[config.mk]
export PLATFORM = sky130hd
export DESIGN_NAME = ternary_consensus_arbiter
export DESIGN_NICKNAME = d
export VERILOG_FILES = /design/src/rtl/ternary_consensus_arbiter.sv
export SDC_FILE = /design/constraint.sdc
export NUM_CORES = 1
export LEC_CHECK = 0
export CAP_MARGIN = 20
export CORE_MARGIN = 2
export CORE_UTILIZATION = 40
export DETAILED_ROUTE_END_ITERATION = 10
export GPL_TIMING_DRIVEN = 0
export PLACE_DENSITY = 0.78
export SLEW_MARGIN = 20
export SYNTH_ARGS = -nofsm -noshare
export SYNTH_HDL_FRONTEND = slang
export SYNTH_SLANG_ARGS = --single-unit
[constraint.sdc]
create_clock -name clk -period 3.9 [get_ports clk]
set_input_delay 1.17 -clock clk [delete_from_list [all_inputs] [get_ports clk]]
set_output_delay 1.17 -clock clk [all_outputs]
set_load 0.05 [all_outputs]
[src/rtl/ternary_consensus_arbiter.sv]
// Round-robin shared ternary consensus unit with a one-entry valid/ready result register.
// Optional TERN_CHECK_EN adds res_err and forces illegal (2'b11) trits to '0'.

module ternary_consensus (
  input  logic [1:0] a,
  input  logic [1:0] b,
`ifdef TERN_CHECK_EN
  output logic       bad,
`endif
  output logic [1:0] y
);
`ifdef TERN_CHECK_EN
  assign bad = (a == 2'b11) || (b == 2'b11);
  assign y   = bad ? 2'b01 : ((a == b) ? a : 2'b01);
`else
  assign y   = (a == b) ? a : 2'b01;
`endif
endmodule

// state | meaning
// EMPTY | result register holds nothing; any pending request may be granted
// FULL  | res_data/res_id valid; refill allowed only in the cycle it drains
module ternary_consensus_arbiter #(
  parameter int NREQ  = 4,
  parameter int TRITS = 4,
  parameter int CNTW  = 16,
  localparam int IDW  = $clog2(NREQ)
) (
  input  logic                    clk,
  input  logic                    rst_n,
  input  logic [NREQ-1:0]         req_valid,
  output logic [NREQ-1:0]         req_ready,
  input  logic [NREQ*2*TRITS-1:0] req_a,
  input  logic [NREQ*2*TRITS-1:0] req_b,
  output logic                    res_valid,
  input  logic                    res_ready,
  output logic [2*TRITS-1:0]      res_data,
  output logic [IDW-1:0]          res_id,
`ifdef TERN_CHECK_EN
  output logic                    res_err,
`endif
  output logic [CNTW-1:0]         done_cnt,
  output logic                    busy
);
  localparam int OPW = 2 * TRITS;

  typedef enum logic {EMPTY = 1'b0, FULL = 1'b1} state_t;

  state_t         state;
  logic [IDW-1:0] rr_ptr;
  logic [IDW-1:0] winner;
  logic           found;
  logic           can_accept;
  logic           accept;
  logic           drain;
  int             scan;
  logic [OPW-1:0] win_a;
  logic [OPW-1:0] win_b;
  logic [OPW-1:0] cons;
`ifdef TERN_CHECK_EN
  logic [TRITS-1:0] trit_bad;
`endif

  assign res_valid  = (state == FULL);
  assign can_accept = !res_valid || res_ready;
  assign drain      = res_valid && res_ready;
  assign accept     = found && can_accept;
  assign busy       = res_valid || (|req_valid);

  // Scan from rr_ptr upward, wrapping, and take the first valid requester.
  always_comb begin
    found  = 1'b0;
    winner = '0;
    scan   = 0;
    for (int k = 0; k < NREQ; k++) begin
      scan = int'(rr_ptr) + k;
      if (scan >= NREQ) scan = scan - NREQ;
      if (!found && req_valid[IDW'(scan)]) begin
        found  = 1'b1;
        winner = IDW'(scan);
      end
    end
  end

  always_comb begin
    req_ready = '0;
    if (accept) req_ready[winner] = 1'b1;
  end

  assign win_a = req_a[int'(winner)*OPW +: OPW];
  assign win_b = req_b[int'(winner)*OPW +: OPW];

  for (genvar t = 0; t < TRITS; t++) begin : g_trit
    ternary_consensus u_cell (
      .a   (win_a[2*t +: 2]),
      .b   (win_b[2*t +: 2]),
`ifdef TERN_CHECK_EN
      .bad (trit_bad[t]),
`endif
      .y   (cons[2*t +: 2])
    );
  end

  always_ff @(posedge clk or negedge rst_n) begin
    if (!rst_n) begin
      state    <= EMPTY;
      res_data <= {TRITS{2'b01}};
      res_id   <= '0;
      rr_ptr   <= '0;
      done_cnt <= '0;
`ifdef TERN_CHECK_EN
      res_err  <= 1'b0;
`endif
    end else begin
      if (drain) done_cnt <= done_cnt + CNTW'(1);
      if (accept) begin
        state    <= FULL;
        res_data <= cons;
        res_id   <= winner;
        rr_ptr   <= (winner == IDW'(NREQ - 1)) ? '0 : winner + IDW'(1);
`ifdef TERN_CHECK_EN
        res_err  <= |trit_bad;
`endif
      end else if (drain) begin
        state <= EMPTY;
      end
    end
  end
endmodule

Word level (Yosys, flattened, before mapping)
Cells that the tools add are included.
{ "word_totals": {"register_bits": 29, "latch_bits": 0, "ramBits": 0, "rom_bits": 0, "inputBits": 71, "out_inout_bits": 32, "elab_cells": 79, "mem_count": 0} }
{ "classes": {"n_addsub": 9, "n_mul": 0, "n_div": 0, "n_lt_le_gt_ge": 10, "eq_ne": 5, "shift": 2, "muxes": 34, "bitwise_logic": 0, "reduce_logical": 14} }
{ "ops": {"columns": ["cell", "count"], "rows": [
  ["32-bit by 6-bit indexed part select with 8-bit output", 2],
  ["2-bit 2-to-1 mux", 13],
  ["16-bit by 1-bit adder with 16-bit output (second input constant)", 1],
  ["2-bit by 4-bit < comparator with 1-bit output (second input constant)", 4],
  ["1-bit 2-to-1 mux", 15],
  ["3-bit greater-or-equal comparator (second input constant)", 3],
  ["1-bit binary-select mux with 2-bit select", 4],
  ["2-bit equality test", 4],
  ["2-bit by 1-bit subtractor with 2-bit output (second input constant)", 4],
  ["2-bit by 2-bit adder with 3-bit output (second input constant)", 2],
  ["1-bit logical AND", 6],
  ["1-bit logical NOT", 4],
  ["4-bit 2-to-1 mux", 1],
  ["4-bit OR reduction", 1],
  ["2-bit by 1-bit adder with 3-bit output (second input constant)", 1],
  ["2-bit by 3-bit greater-or-equal comparator with 1-bit output (second input constant)", 1],
  ["2-bit by 3-bit < comparator with 1-bit output (second input constant)", 1],
  ["2-bit by 1-bit adder with 2-bit output (second input constant)", 1],
  ["1-bit demux with 2-bit select", 1],
  ["2-bit equality test (second input constant)", 1],
  ["2-bit by 1-bit greater-or-equal comparator with 1-bit output (second input constant)", 1],
  ["1-bit logical OR", 2],
  ["2-bit nonzero test", 1]
]} }

Depth between registers and ports, before layout
{ "depth": {"ltp_word": 20, "mapped_depth": 9, "ltp_nobuf": 7} }

Modules after synthesis
Synthesis repeated with hierarchy kept, for this count alone.
{ "unflattened": {"cells_unflattened": 200, "area_unflattened_um2": 2013.2} }
{ "modules_own_cells": {"columns": ["mod", "instances", "cells_each", "area_per_inst_um2", "seq_area_each_um2"], "rows": [
  ["ternary_consensus_arbiter", 1, 184, 1888.1, 730.7],
  ["ternary_consensus", 4, 4, 31.3, 0.0]
]} }

Least setup slack after synthesis
OpenSTA, ideal clock, no wires.
{ "synth_path": {"kind": "input to output", "from": "in req_valid[3]", "to": "out req_ready[3]", "arrival_time_ns": 2.760, "required_time_ns": 2.730, "slack_ns": -0.030, "path_stages": 8, "n_path_buf": 2, "cell_sequence": "or2b_2 -> nor2_1 -> or4_4 -> buf_6 -> buf_8 -> inv_1 -> ha_1 -> and2_1"} }
{ "synth_between": {"elab_chain_cells": 18, "elab_cells_between_ends": 33, "classes_between": "order compare (2); mux (23); reduce/logical (8)"} }
{ "synth_rtl": {"columns": ["element", "line", "text"], "rows": [
  ["from (decl)", "31", "input logic [NREQ-1:0] req_valid,"],
  ["1-bit binary-select mux with 2-bit select", "78", "if (!found && req_valid[IDW'(scan)]) begin"],
  ["1-bit 2-to-1 mux (implied by the code) (2 in a row)", "78", null],
  ["1-bit 2-to-1 mux", "78", null],
  ["1-bit logical NOT", "78", null],
  ["1-bit logical AND", "78", null],
  ["1-bit 2-to-1 mux", "78", null],
  ["1-bit logical NOT", "78", null],
  ["1-bit logical AND", "78", null],
  ["[2 not listed]", null, null],
  ["1-bit logical AND", "78", null],
  ["2-bit 2-to-1 mux (*)", "78", null],
  ["named net winner[1]", "51", "logic [IDW-1:0] winner;"],
  ["2-bit by 3-bit < comparator with 1-bit output (implied by the code) or 2-bit by 1-bit greater-or-equal comparator with 1-bit output (tied branches)", "87", "if (accept) req_ready[winner] = 1'b1;"],
  ["1-bit logical AND (implied by the code)", "87", null],
  ["1-bit 2-to-1 mux (implied by the code)", "87", null],
  ["1-bit demux with 2-bit select (*)", "87", null],
  ["4-bit 2-to-1 mux (*)", "87", null],
  ["to (decl)", "32", "output logic [NREQ-1:0] req_ready,"]
]} }
Mark *: on every way through the listed nets, which the timed path passes. The rest lies on a longest branch. The select of a mux whose other input is x is not followed.

Final worst setup path
{ "layout_path": {"from": "in req_valid[1]", "to": "out req_ready[3]"} }
Same word-level chain as after synthesis.

==> results.tsv <==
metric	value	unit
slew_violations	0	
drive_above_1_share	16.3	%
die_y	75.2	microns
maxCapViolations	0	
clkTransAtPathRegs	0.06	ns
die_area	5660	sq um
cts.sinks	29	
avgSynthCellArea	10.5	sq um
cts-root-buf	clkbuf_8	
worstPathMaxFanout	6	
worst-slew-pin-transition	0.651	ns
slew_headroom	56.6	%
cp.required	2.73	ns
start_util	42.1	%
worstSetupStartpointType	primary input	
yosysSeqAreaShare	36.0	%
netlist_instances	193	
grt_max_degree	30	
end_kind	output port	
avgViaCountPerCell	4.84	
crit_type	in -> out	
syn-num-nets	269	
drtIter0Drc	46	
setup_viol	0	
peakVddDrop	0.415	mV
grt_overflow	0	
synth_xor_area_share	9.93	%
via_count	1811	
synthTopCellsByArea	dfrtp_1, mux2i_1, xnor2_1, dfstp_2, nand2_1	
ys_ff_latch	29	
fin_crit_sh	98.6	%
grt_pass1_vias	1844	
synth_fa_ha_area_share	3.08	%
power.switching	0.822	mW
die_x	75.2	microns
post-place-cells	362	
hp-class	reg -> reg	
area_growth	61.3	%
drc	0	
antenna_left	0	
rsz0062_at_grt	no	
path_cells	dlygate4sd2_1 > a21boi_0 > or4_4 > buf_12 > inv_2 > ha_2 > and2_4 > buf_8	
placed_area	3130	sq um
final_nets	382	
first_pass_iters	4	
skew	0.00889	ns
crit_path_max_incr_delay	0.44	ns
antenna_cells	0	
clock_path_buffers	2	
swShare	43.4	%
io_buffers	102	
final_cell_area	3270	sq um
fill_cells	419	
synth_top_cell_by_area	dfrtp_1	
finalPower	1.90	mW
power_density	580	nW/um^2
pin_count	103	
hold_viol_final	0	
period_minus_slack	3.85	ns
leakagePower	1.44	nW
yosys_warnings	0	
clk_latency	0.29	ns
synth_top_area_share	30.8	%
fin_cells	374	
grt.total_usage	20.1	%
pwr-share-seq	24.7	%
synthesis.area	2030	sq um
synth_compound_area_share	6.72	%
wire_per_inst	14.0	microns
antenna_found_initial	0	
cp.arrival	2.68	ns
row_count	25	
internal_power	1.07	mW
cts_tree	done	
synth_cell_types	36	
grt_pass1_wl	8460	microns
muxShareOfSynthArea	25.8	%
clock.fmax	260	MHz
power.share.clock	14.4	%
final_core_util	67.9	%
numCtsBuffers	5	
p_comb_share	60.9	%
critPathBufInv	4	
critPathTopFamily	buffers and inverters	
synthSimpleGateAreaFrac	14.7	%
status	finished, final reports clean	
crit_path_top_delay_cell	or4_4	
synth_top_family_by_area	multiplexers	
ctsHtreeMaxLevel	2	
place_hpwl	4220	microns
wl	5230	microns
core_area	4820	sq um
gp_congestion	0.770	
==> power by group through the flow <==
stage / clock, mW / combinational [mW] / sequential, mW
2_1_floorplan: 0 / 0.547 / 0.724
3_3_place_gp: 0 / 1.12 / 0.471
3_5_place_dp: 0 / 1.13 / 0.474
4_1_cts: 0.280 / 1.16 / 0.470
5_1_grt: 0.294 / 1.23 / 0.484
6_report: 0.273 / 1.15 / 0.469
==> cells in the final DEF (no fill, tap or decap), drive strengths merged, types with 2 or more instances in the layout <==
| cell type | Yosys | final |
|---|---|---|
| and3 | 4 | 4 |
| nor2 | 9 | 9 |
| nand2b | 2 | 2 |
| nand4 | 2 | 2 |
| ha | 5 | 5 |
| buf | 5 | 16 |
| clkbuf | 2 | 9 |
| inv | 4 | 4 |
| a21oi | 7 | 7 |
| nor3 | 4 | 4 |
| mux2 | 9 | 9 |
| dlygate4sd2 | 0 | 3 |
| clkdlybuf4s50 | 0 | 92 |
| dfrtp | 25 | 25 |
| dfstp | 4 | 4 |
| nand3 | 5 | 5 |
| xnor2 | 16 | 16 |
| o41ai | 4 | 4 |
| mux2i | 41 | 41 |
| nand2 | 22 | 22 |
| and2 | 5 | 5 |
| xor2 | 7 | 7 |
==> final timing paths <==
path,start,endpoint,slack [ns],cells after the start
max,req_valid[1],req_ready[3],0.05,8
min reg2reg,res_data[3]$_DFFE_PN0P_,res_data[3]$_DFFE_PN0P_,0.48,2
max reg2reg,rr_ptr[0]$_DFFE_PN0P_,res_data[1]$_DFFE_PN0P_,1.46,9
min in group asynchronous,rst_n,done_cnt[11]$_DFFE_PN0P_,0.90,1
max in group asynchronous,rst_n,res_data[5]$_DFFE_PN0P_,2.56,1
min,res_data[3]$_DFFE_PN0P_,res_data[3]$_DFFE_PN0P_,0.48,2
==> area by class of cell <==
class | instances | area, sq um | area share (%)
buffer | 6 | 53.8 | 1.64
clock buffer | 7 | 96.3 | 2.95
clock inverter | 1 | 5.00 | 0.153
inverter | 4 | 15.0 | 0.459
multi-input combinational | 153 | 1240 | 37.9
sequential | 29 | 731 | 22.3
tap | 67 | 83.8 | 2.56
timing repair buffer | 107 | 1040 | 31.9
==> per-layer routing <==
metal  up-vias  track usage [%]  wire length, microns
met2        58             35.0                  2600
met4         0             9.36                   148
met3        14             4.82                   291
met5         -                0                     0
li1        906                -                     -
met1       833             23.1                  2190
==> metrics by stage <==
stage	TNS (ns)	setup slack (ns)	hold WS, ns
after CTS	0	0.0540	0.483
after floorplan	0	0.0976	0.507
final	0	0.0530	0.482
after global routing	0	0.00343	0.498
after detailed placement	-5.00	-1.22	0.465
after global placement	-4.89	-1.20	0.460
==> state kept, by name (all words and copies together) (netlist names) <==
name	cells
done_cnt	16
res_data	8
res_id	2
res_valid	1
rr_ptr	2
==> cells by family after synthesis <==
| kind of cell | after synthesis |
|---|---|
| compound gates | 16 |
| fa+ha+maj | 5 |
| xor+xnor | 23 |
| buf+inv | 11 |
| flops | 29 |
| mux | 50 |
| simple gates | 59 |
==> tightest hold or removal path: stages, from the launching register on <==
cell     delay (ns)
dfrtp_1        0.35
nand2_1        0.06
o41ai_2        0.04
==> cell usage after synthesis <==
cell / n
nand4_1: 2
nor3b_1: 1
mux2i_1: 41
buf_6: 2
nor3_1: 4
nor2_4: 1
dfrtp_1: 25
mux2_2: 6
buf_4: 2
clkbuf_1: 2
or2b_2: 1
nand2b_1: 2
and2_1: 4
and2_0: 1
a21o_1: 1
inv_1: 4
mux2_4: 3
and3_1: 4
nor4_1: 1
nor2_1: 8
o41ai_2: 4
nand2_1: 22
a21oi_1: 7
and4_1: 1
nor2b_1: 1
xor2_1: 7
o31ai_1: 1
o2bb2ai_1: 1
xnor2_1: 16
or4_4: 1
nand3_1: 5
a21boi_0: 1
buf_8: 1
ha_1: 5
dfstp_2: 4
o21ai_0: 1
==> what timing repair did <==
action / in CTS / in global routing
endpoints found under the setup margin: 5 / 0
hold buffers: 0 / 0
setup buffers: 5 / 0
hold endpoints to repair: 0 / 0
resized for setup: 47 / 0
(Power assumes the default switching activity.)
==> edit 1 (config.mk and constraints unchanged) <==
Reset style: synchronous (`rst_n`), changed in one clocked block.
--- a/src/rtl/ternary_consensus_arbiter.sv
+++ b/src/rtl/ternary_consensus_arbiter.sv
@@ -101,7 +101,7 @@
     );
   end
 
-  always_ff @(posedge clk or negedge rst_n) begin
+  always_ff @(posedge clk) begin
     if (!rst_n) begin
       state    <= EMPTY;
       res_data <= {TRITS{2'b01}};
Check against the original RTL: differs if rst_n is asserted again (counterexample within 4 cycles, from zero or initial values and one cycle with rst_n low); with rst_n held inactive, the same outputs for 10 cycles.
==> edit 1 against the original RTL <==
- count of clock-buffer cells in the layout fell by 1
- sequential cell count unchanged
- final area up 0.34%
- area after synthesis up 0.93%
- largest cell class unchanged
- critical endpoint is now req_ready[0]
- final cell count rose by 5.9%
- wire length is 8.1% higher
- setup slack better by 0.016 ns
- first-iteration DRC count up 8.7%
Power is not compared: it rests on default switching activity, and its combinational part moved more than twofold at a synthesized area within 25%.
==> edit 1: results (changes against the original RTL) <==
[place]
dp_hpwl_microns=4470  ; +5.8%
gp_congestion=0.772  ; +0.32%
place.port_buffers=102  ; unchanged
place_ws_ns=-0.852  ; +0.372 ns

[global_routing]
grt_pass1_wl_microns=8270  ; -2.3%
grt_pass1_vias=1804  ; -2.2%
grt_max_degree=12  ; -60%
grtUsageTotal_pct=19.2  ; -0.80 points
grt_antenna_before_repair=0  ; unchanged

[sta]
maxSlewHeadroom_pct=64.5  ; +7.8 points
holdWs_ns=0.480  ; -0.00177 ns
fin_crit_sh_pct=98.2  ; -0.40 points
finalClockSkew_ns=0.00540  ; -0.00349 ns

[synth]
synth_fp_nets=285  ; +5.9%
synthTopCellsByArea=dfxtp_1, mux2i_1, mux2_2
ys_async_sr_fraction_pct=0  ; -100 points
synth_cell_types=34  ; -5.6%
ys_seq_area_share_pct=28.4  ; -7.7 points
yosys_warnings=0  ; unchanged
synthTopCellsByCount=mux2i_1, dfxtp_1, and2_1

[layout]
reg.largest.list=done_cnt: 16 flops, res_data: 8 flops
fin_nets=401  ; +5.0%
drive_above_1_share_pct=14.4  ; -1.9 points

[cts]
cts_buffer_depth=2  ; unchanged
root_buffer=clkbuf_8
cts-buffers-inserted=5  ; unchanged

[drt]
wl_met1_microns=2450  ; +12%
drtIter0Drc=50  ; +8.7%
wl_met2_microns=2660  ; +2.3%
wl_met3_microns=487  ; +67%
vias_per_cell=4.80  ; -0.97%
highest_layer=met4
wl_microns=5660  ; +8.1%

[setup_path]
reg2reg_slack_ns=1.86  ; +0.40 ns
crit_path_end_kind=output port
cp_slowest_cell=dlygate4sd2_1
crit_arrival_ns=2.66  ; -0.02 ns
cp_max_fo=11  ; +5
worst_path_largest_cell_delay_ns=0.30  ; -0.14 ns

[outcome]
status=finished, final reports clean

[edit 1: path summary, 6_finish.rpt]
check	depth (start not counted)	start	end
setup / recovery	10	req_valid[0]	req_ready[0]
hold / removal	1	res_data[7]	res_data[7]
setup reg to reg	8	rr_ptr[1]	res_data[1]
hold reg to reg	1	res_data[7]	res_data[7]
[edit 1: critical path, delay by kind of cell]
kind            cells  cell delay, ns
buf+inv             5            0.81
simple gates        3            0.33
fa+ha+maj           1            0.18
compound gates      1            0.16
[edit 1: cells by family (layout without fill, tap and decap cells)]
group                    count (synthesis)  in the layout  synth area share, %
adder cells (fa/ha/maj)                  5              5                 3.06
AND/OR/NAND/NOR                         66             66                 18.5
buffers and inverters                   15            132                 5.99
multiplexers                            53             53                 27.1
XOR/XNOR                                23             23                 9.84
flip-flops                              29             29                 28.4
AO/OA/AOI/OAI                           18             18                 7.15
[edit 1: stage by stage]
stage	area, sq um	setup TNS (ns)	std cells	utilization (%)
2_1_floorplan	2050	0	209	-
3_3_place_gp	3160	-3.51	381	63.0
3_5_place_dp	3160	-3.63	381	63.0
4_1_cts	3240	0	391	64.6
5_1_grt	3280	-0.0313	396	65.5
6_report	3280	0	396	65.5
[edit 1: power by group through the flow]
| stage | Sequential (mW) | Combinational [mW] | Clock, mW |
|---|---|---|---|
| after global placement | 0.337 | 0.541 | 0 |
| after floorplan | 0.388 | 0.325 | 0 |
| after global routing | 0.334 | 0.604 | 0.253 |
| after CTS | 0.332 | 0.549 | 0.238 |
| final | 0.332 | 0.563 | 0.229 |
| after detailed placement | 0.338 | 0.546 | 0 |
[edit 1: final cells by class]
type                            count  area, sq um
Buffer                             10          108
Clock buffer                        6         72.6
Clock inverter                      2         10.0
Fill cell                         463         1730
Inverter                            5         18.8
Multi-Input combinational cell    165         1350
Sequential cell                    29          581
Tap cell                           70         87.6
Timing Repair Buffer              109         1050
[edit 1: layer usage]
layer | vias to the layer above | global-route usage (%)
li1 | 964 | -
met3 | 5 | 5.42
met1 | 862 | 22.9
met5 | - | 0
met2 | 68 | 33.2
met4 | 0 | 6.63
[edit 1: what timing repair did]
item	in CTS	in global routing
hold endpoints to repair	0	0
endpoints found under the setup margin	5	3
pin swaps	1	0
gates resized for setup	27	4
setup buffers	2	5
==> edit 2 (same flow settings) <==
Made on the original files. Set the parameter `NREQ` to 2 (it was 4).
--- a/src/rtl/ternary_consensus_arbiter.sv
+++ b/src/rtl/ternary_consensus_arbiter.sv
@@ -21,7 +21,7 @@
 // EMPTY | result register holds nothing; any pending request may be granted
 // FULL  | res_data/res_id valid; refill allowed only in the cycle it drains
 module ternary_consensus_arbiter #(
-  parameter int NREQ  = 4,
+  parameter int NREQ  = 2,
   parameter int TRITS = 4,
   parameter int CNTW  = 16,
   localparam int IDW  = $clog2(NREQ)
Interface: changed (5 resized); port bits go from 103 to 66. The function was not compared with the original's and may differ.
==> edit 2 against the original RTL <==
- wire length down 36%
- setup slack better by 0.027 ns
- power down 43%
- final area down 32%
- final cell count down 31%
- combinational power down 53%
- sequential cell count down 2
- synthesized cell count down 27%
- hold slack worse by 0.00099 ns
- area after synthesis down 27%
==> edit 2: results (changes against the original RTL) <==
[place]
dp_hpwl_microns=2710  ; -36%
gp_congestion=0.743  ; -3.5%
place_ws_ns=-0.330  ; +0.894 ns
place.port_buffers=65  ; -36%

[global_routing]
grt_max_degree=28  ; -6.7%
grtUsageTotal_pct=16.9  ; -3.2 points
grt_pass1_wl_microns=5510  ; -35%
grt_pass1_vias=1235  ; -33%

[drt]
wl_met3_microns=238  ; -18%
wl_met2_microns=1710  ; -34%
wl_per_cell_microns=13.0  ; -7.0%
vias_per_cell=4.94  ; +2.0%
drtIter0Drc=45  ; -2.2%

[power_and_ir_drop]
leakagePower_nw=0.929  ; -36%
pg_seq_mw=0.391  ; -17%
vdd_drop_max_uv=232  ; -44%
p_int_mw=0.626  ; -42%
power_frac_comb_pct=49.7  ; -11 points

[synth]
synth_fp_nets=179  ; -33%
synthTopCellsByArea=dfrtp_1, xnor2_1, dfstp_2
ys_seq_area_share_pct=46.0  ; +10 points
ys_seq_elements=27  ; -6.9%
synthTopCellsByCount=dfrtp_1, xnor2_1, nand2_1
synth_cell_types=26  ; -28%

[layout]
n_all_buffers=69  ; -39%
fin_nets=249  ; -35%
num-fill-cells=326  ; -22%
drive_above_1_share_pct=8.10  ; -8.2 points
clk_share_pct=2.02  ; -1.1 points
seqCellArea_sq_um=681  ; -6.8%
multi_input_area_sq_um=769  ; -38%
inverters=1  ; -3
n_clock_buffer=4  ; -3
multi_input_gates=109  ; -29%
bufAreaShareNonClock_pct=30.1  ; -3.5 points

[hold_path]
hold_path_depth=1  ; -1
hold_end=done_cnt[15]
hp-start=done_cnt[15]

[setup_path]
cp_max_fo=9  ; +3
endpoint=req_ready[1]
startpoint=req_valid[0]
cp_slowest_cell=clkdlybuf4s50_1
crit_arrival_ns=2.65  ; -0.03 ns
reg2reg_slack_ns=2.47  ; +1.01 ns
reg2reg_depth=5  ; -4
worstReg2RegEnd=done_cnt[8]

[sta]
maxSlewHeadroom_pct=60.6  ; +4.0 points
period_minus_slack_ns=3.82  ; -0.0274 ns

[cts]
cts_resized=5  ; -89%
cts_max_level=1  ; -1
path_clk_slew_ns=0.09  ; +0.03 ns

[outcome]
status=finished, final reports clean

## edit 2: stage by stage
stage,hold WS [ns],std cells,cell area [sq um],total power [mW],setup TNS (ns)
finish,0.481,258,2230,1.09,0
global route,0.495,258,2230,1.15,0
CTS,0.487,258,2230,1.10,0
detailed placement,0.467,254,2190,0.944,-0.580
global placement,0.459,254,2190,0.935,-0.540
floorplan,0.605,141,1480,0.748,0
## edit 2: worst register-to-register path: stages (launching register included)
cell and delay, ns:
dfrtp_1 0.44, ha_1 0.21, and3_1 0.17, and4_4 0.22, and2b_1 0.17, xnor2_1 0.12
## edit 2: kinds of logic after synthesis
logic type	after synthesis	share of synthesized area, %
and+or+nand+nor	50	18.1
AOI/OAI and AO/OA	17	7.95
DFF	27	46.0
xor gates and xnor gates	32	18.9
adders and majority gates	1	0.845
buffers and inverters	5	2.03
muxes	9	6.17
## edit 2: per-layer routing
layer	vias to the layer above	track usage (%)
met5	-	0
met4	0	3.99
met3	4	3.99
met2	55	30.5
met1	588	20.0
li1	627	-
